==> src/rtl/branch_target_unit.sv <==
// Decode-side branch target unit: computes jump/branch targets and link
// addresses one cycle after decode, and keeps a circular return-address stack.
module branch_target_unit #(
   parameter int XLEN      = 32,
   parameter int RAS_DEPTH = 8
) (
   input  logic                         clk,
   input  logic                         rst_n,
   input  logic                         valid_in,
   input  logic                         stall,
   input  logic                         flush,
   input  logic [31:0]                  ins,
   input  logic [XLEN-1:0]              pc,
   input  logic [XLEN-1:0]              rs1_mod,
   input  logic                         comp_sig,
   input  logic [XLEN-1:0]              comp_imm,
   input  logic                         jal,
   input  logic                         jalr,
   input  logic                         branch,
   input  logic [4:0]                   rd_idx,
   input  logic [4:0]                   rs1_idx,
   output logic                         valid_out,
   output logic [XLEN-1:0]              target,
   output logic [XLEN-1:0]              link,
   output logic [XLEN-1:0]              ras_pred,
   output logic                         ras_hit,
   output logic [$clog2(RAS_DEPTH):0]   ras_count
);

   localparam int PW = $clog2(RAS_DEPTH);
   localparam int CW = PW + 1;

   logic [XLEN-1:0] ras_q [RAS_DEPTH];
   logic [PW-1:0]   sp_q, sp_d;
   logic [CW-1:0]   cnt_q, cnt_d;
   logic            valid_q;
   logic [XLEN-1:0] target_q, target_d;
   logic [XLEN-1:0] link_q, link_d;
   logic [XLEN-1:0] pred_q, pred_d;
   logic            hit_q, hit_d;

   logic [XLEN-1:0] b_imm, j_imm, i_imm;
   logic [PW-1:0]   top_idx;
   logic            acc, rd_l, rs_l, nonempty;
   logic            do_push, do_pop;
   logic            wr_en;
   logic [PW-1:0]   wr_idx;
   logic            ins_unused;

   assign ins_unused = ^ins[6:0];
   assign top_idx    = sp_q - PW'(1);
   assign nonempty   = (cnt_q != '0);
   assign acc        = valid_in & ~flush & ~stall;
   assign rd_l       = (rd_idx == 5'd1) || (rd_idx == 5'd5);
   assign rs_l       = (rs1_idx == 5'd1) || (rs1_idx == 5'd5);

   // Immediate extraction, target and link computation
   always_comb begin
      b_imm = {{(XLEN-13){ins[31]}}, ins[31], ins[7],
               ins[30:25], ins[11:8], 1'b0};
      j_imm = {{(XLEN-21){ins[31]}}, ins[31], ins[19:12],
               ins[20], ins[30:21], 1'b0};
      i_imm = {{(XLEN-12){ins[31]}}, ins[31:20]};
      if (comp_sig) begin
         b_imm = comp_imm;
         j_imm = comp_imm;
         i_imm = comp_imm;
      end
      target_d = pc + b_imm;
      unique case (1'b1)
         jal:     target_d = pc + j_imm;
         jalr:    target_d = (rs1_mod + i_imm) & ~XLEN'(1);
         branch:  target_d = pc + b_imm;
         default: target_d = pc + b_imm;
      endcase
      link_d = pc + (comp_sig ? XLEN'(2) : XLEN'(4));
   end

   // Return-address-stack action decode and next-state
   always_comb begin
      do_push = 1'b0;
      do_pop  = 1'b0;
      if (acc && jal) begin
         do_push = rd_l;
      end else if (acc && jalr) begin
         do_push = rd_l;
         do_pop  = rs_l && !(rd_l && (rd_idx == rs1_idx));
      end
      hit_d  = do_pop && nonempty;
      pred_d = hit_d ? ras_q[top_idx] : pred_q;
      sp_d   = sp_q;
      cnt_d  = cnt_q;
      wr_en  = 1'b0;
      wr_idx = sp_q;
      if (do_push && do_pop && nonempty) begin
         wr_en  = 1'b1;
         wr_idx = top_idx;
      end else if (do_push) begin
         wr_en = 1'b1;
         sp_d  = sp_q + PW'(1);
         if (cnt_q != CW'(RAS_DEPTH)) cnt_d = cnt_q + CW'(1);
      end else if (do_pop && nonempty) begin
         sp_d  = top_idx;
         cnt_d = cnt_q - CW'(1);
      end
   end

   // Result and stack-pointer registers; stall holds everything
   always_ff @(posedge clk or negedge rst_n) begin
      if (!rst_n) begin
         valid_q  <= 1'b0;
         target_q <= '0;
         link_q   <= '0;
         pred_q   <= '0;
         hit_q    <= 1'b0;
         sp_q     <= '0;
         cnt_q    <= '0;
      end else if (!stall) begin
         valid_q  <= valid_in & ~flush;
         target_q <= target_d;
         link_q   <= link_d;
         pred_q   <= pred_d;
         hit_q    <= hit_d;
         sp_q     <= sp_d;
         cnt_q    <= cnt_d;
      end
   end

   // Stack storage; contents are only meaningful below the occupancy count
   always_ff @(posedge clk) begin
      if (wr_en) ras_q[wr_idx] <= link_d;
   end

   assign valid_out = valid_q;
   assign target    = target_q;
   assign link      = link_q;
   assign ras_pred  = pred_q;
   assign ras_hit   = hit_q;
   assign ras_count = cnt_q;

endmodule
==> config.mk <==
export PLATFORM = sky130hd
export DESIGN_NAME = branch_target_unit
export DESIGN_NICKNAME = d
export VERILOG_FILES = /design/src/rtl/branch_target_unit.sv
export SDC_FILE = /design/constraint.sdc
export NUM_CORES = 1
export LEC_CHECK = 0
export BUFFER_PORTS_ARGS = -buffer_cell sky130_fd_sc_hd__buf_2
export CAP_MARGIN = 5
export CORE_MARGIN = 8
export CORE_UTILIZATION = 54
export CTS_BUF_LIST = sky130_fd_sc_hd__clkbuf_8
export CTS_CLUSTER_DIAMETER = 80
export DETAILED_ROUTE_END_ITERATION = 12
export HOLD_SLACK_MARGIN = 0.05
export PLACE_DENSITY = 0.78
export SLEW_MARGIN = 20
export SYNTH_ARGS = -nofsm -noshare
export SYNTH_HDL_FRONTEND = slang
export SYNTH_SLANG_ARGS = --single-unit
==> constraint.sdc <==
create_clock -name clk -period 4.2 [get_ports clk]
set_input_delay 0.84 -clock clk [delete_from_list [all_inputs] [get_ports clk]]
set_output_delay 0.84 -clock clk [all_outputs]
set_load 0.01 [all_outputs]
==> impl_metrics.json <==
{
  "cts.path.max_buffers": 3,
  "required_ns": 4.67,
  "p_per_area_nw_per_um2": 437,
  "cts-root-buf": "clkbuf_8",
  "clock_latency_ns": 0.60,
  "io_pins": 249,
  "routed_wirelength_um": 47400,
  "rr_worst_depth": 8,
  "gr-total-overflow": 0,
  "synth_edf_count": 256,
  "cp_slowest_cell": "a211oi_1",
  "holdWs_ns": 0.361,
  "dp_hpwl_um": 33900,
  "worst-path-max-fanout": 11,
  "power.total_mw": 9.27,
  "synth_nets": 1603,
  "peakVddDrop_v": 0.000247,
  "cts_max_level": 2,
  "criticalPathCategory": "in -> reg",
  "via_count": 12700,
  "ys.flop_type": "edfxtp_1",
  "worst_clock_skew_ns": 0.0390,
  "fin_crit_sh": 0.854,
  "tritoncts": "yes",
  "fmax_mhz": 279,
  "avgSynthCellArea_sq_um": 13.1,
  "cp.depth": 13,
  "syn_to_final_growth_pct": 16.7,
  "portBuffers": 240,
  "die-area_sq_um": 39800,
  "p_leak_nw": 8.72,
  "grt_pass1_wl_um": 73800,
  "antenna_found_initial": 2,
  "outcome": "finished clean",
  "synth_warnings": 0,
  "drt_iter0_drc": 974,
  "grt_max_degree": 67,
  "cts.sinks": 361,
  "ys_top_cells_by_area": "edfxtp_1, dfrtp_1, mux4_2",
  "wl_per_cell_um": 21.9,
  "hp-class": "in -> async",
  "layout-drive-gt1-share": 0.293,
  "rows": 67,
  "synth_top_area_share": 0.423,
  "initial_utilization": 0.545,
  "synth-seq-cells": 361,
  "layout_min_cycle_time_ns": 3.59,
  "dr.pass1.iters": 7,
  "cpMostUsedCell": "mux2i_1",
  "place_inst": 2062,
  "crit_path_end_kind": "register",
  "final_cells": 2167,
  "final_nets": 1889,
  "finalSetupViolations": 0,
  "ant_nets": 0,
  "cts_hold_buf": 0,
  "final_common_cell": "edfxtp_1",
  "critPathMaxStageDelay_ns": 0.38,
  "worstMarginPinSlew_ns": 1.06,
  "critPathBufInv": 1,
  "rsz0062_at_grt": "false",
  "final_core_util": 0.636,
  "clkTransAtPathRegs_ns": 0.06,
  "fin_ws_ns": 0.612,
  "crit_arrival_ns": 4.06,
  "syn-cell-area_sq_um": 18200,
  "post-cts-setup-buffer-count": 0,
  "syn-instance-count": 1385,
  "final_area_sq_um": 21200,
  "die_height_um": 200,
  "synthArstFlopShare": 0.291,
  "synth.largest_area_cell": "edfxtp_1",
  "core-area_sq_um": 33400,
  "cts_resized": 0,
  "slew_headroom": 0.290,
  "crit_chain": "buf_2 -> mux2i_1 -> o21ai_0 -> ha_1 -> a211oi_1 -> o21ai_1 -> nand4_1 -> nor3b_2 -> o31a_1 -> nor2b_1 -> xor2_1 -> mux2i_1 -> mux2_2",
  "via_per_inst": 5.88,
  "finalHoldViolCount": 0,
  "drv_slew": 0,
  "die_x_um": 200,
  "mostFrequentLayoutCells": "edfxtp_1, buf_2, nand2_1, a21oi_1, dfrtp_1",
  "ys_types": 80,
  "grt_usage": 0.240,
  "gp_congestion": 0.953,
  "setup_tns_ns": 0,
  "seq_area_frac_synth": 0.567,
  "drv_cap": 0,
  "placed_cell_area_sq_um": 20200,
  "start_kind": "input pin",
  "path_delay_family": "compound AO/OA/AOI/OAI gates",
  "cts_made_buffers": 55,
  "grt_pass1_vias": 13200,
  "drc_errors": 0,
  "place_ws_ns": 0.0862
}
final cells by class:
class	instances	area (sq um)
Timing Repair Buffer	292	1660
Antenna cell	2	5.00
Clock inverter	44	208
Sequential cell	361	10300
Multi-Input combinational cell	929	7550
Inverter	32	120
Clock buffer	59	812
Fill cell	2524	12100
Tap cell	448	561
where the power goes:
part | internal [mW] | total, mW | switching (mW)
sequential | 3.97 | 4.08 | 0.101
combinational | 1.14 | 2.51 | 1.37
clock | 1.36 | 2.69 | 1.33
total | 6.47 | 9.27 | 2.80
Yosys cell counts (all sizes together) (4+ instances only):
| cell type | instances |
|---|---|
| and2 | 8 |
| a21o | 25 |
| mux2i | 47 |
| o21a | 9 |
| nand2 | 114 |
| nand3 | 30 |
| a31oi | 9 |
| buf | 19 |
| a221oi | 4 |
| a22oi | 5 |
| nor3 | 18 |
| nand4 | 16 |
| o211ai | 11 |
| ha | 67 |
| xor2 | 29 |
| a21oi | 106 |
| nor3b | 4 |
| a211oi | 10 |
| clkbuf | 44 |
| and3 | 14 |
| xnor2 | 56 |
| inv | 32 |
| o21bai | 5 |
| nor2 | 85 |
| mux4 | 64 |
| nand2b | 8 |
| dfrtp | 105 |
| o21ai | 65 |
| mux2 | 42 |
| and4 | 8 |
| or3 | 5 |
| o31ai | 4 |
| edfxtp | 256 |
| nor2b | 9 |
| fa | 4 |
flip-flops by register name (all words and copies together) (netlist names):
signal / count
ras_count: 4
ras_q: 256
target: 32
ras_pred: 32
valid_out: 1
sp_q: 3
link: 32
ras_hit: 1
final timing paths:
| check | startpoint | to | slack, ns |
|---|---|---|---|
| worst min register to register | target[1]$_DFFE_PN0N_ | target[1]$_DFFE_PN0N_ | 0.48 |
| worst max register to register | ras_count[1]$_DFFE_PN0P_ | ras_q[5][18]$_DFFE_PP_ | 0.95 |
| worst min-delay path | rst_n | ras_pred[11]$_DFFE_PN0P_ | 0.36 |
| max in group asynchronous | rst_n | ras_pred[0]$_DFFE_PN0P_ | 3.07 |
| min in group clk | target[1]$_DFFE_PN0N_ | target[1]$_DFFE_PN0N_ | 0.48 |
| worst max-delay path | jal | target[21]$_DFFE_PN0N_ | 0.61 |
routing by layer:
metal,track usage,up-vias,share of wire
met5,0,-,0
met4,0.0785,0,0.026
li1,-,5871,-
met1,0.315,6217,0.41
met3,0.0402,95,0.070
met2,0.404,560,0.49
cell families after synthesis:
kind of cell,share of synthesized area
multiplexers,0.131
AND/OR/NAND/NOR,0.0853
buffers and inverters,0.0203
XOR/XNOR,0.0409
flip-flops,0.567
AO/OA/AOI/OAI,0.105
adder cells (fa/ha/maj),0.0505
Power figures use the tool's default switching activity.
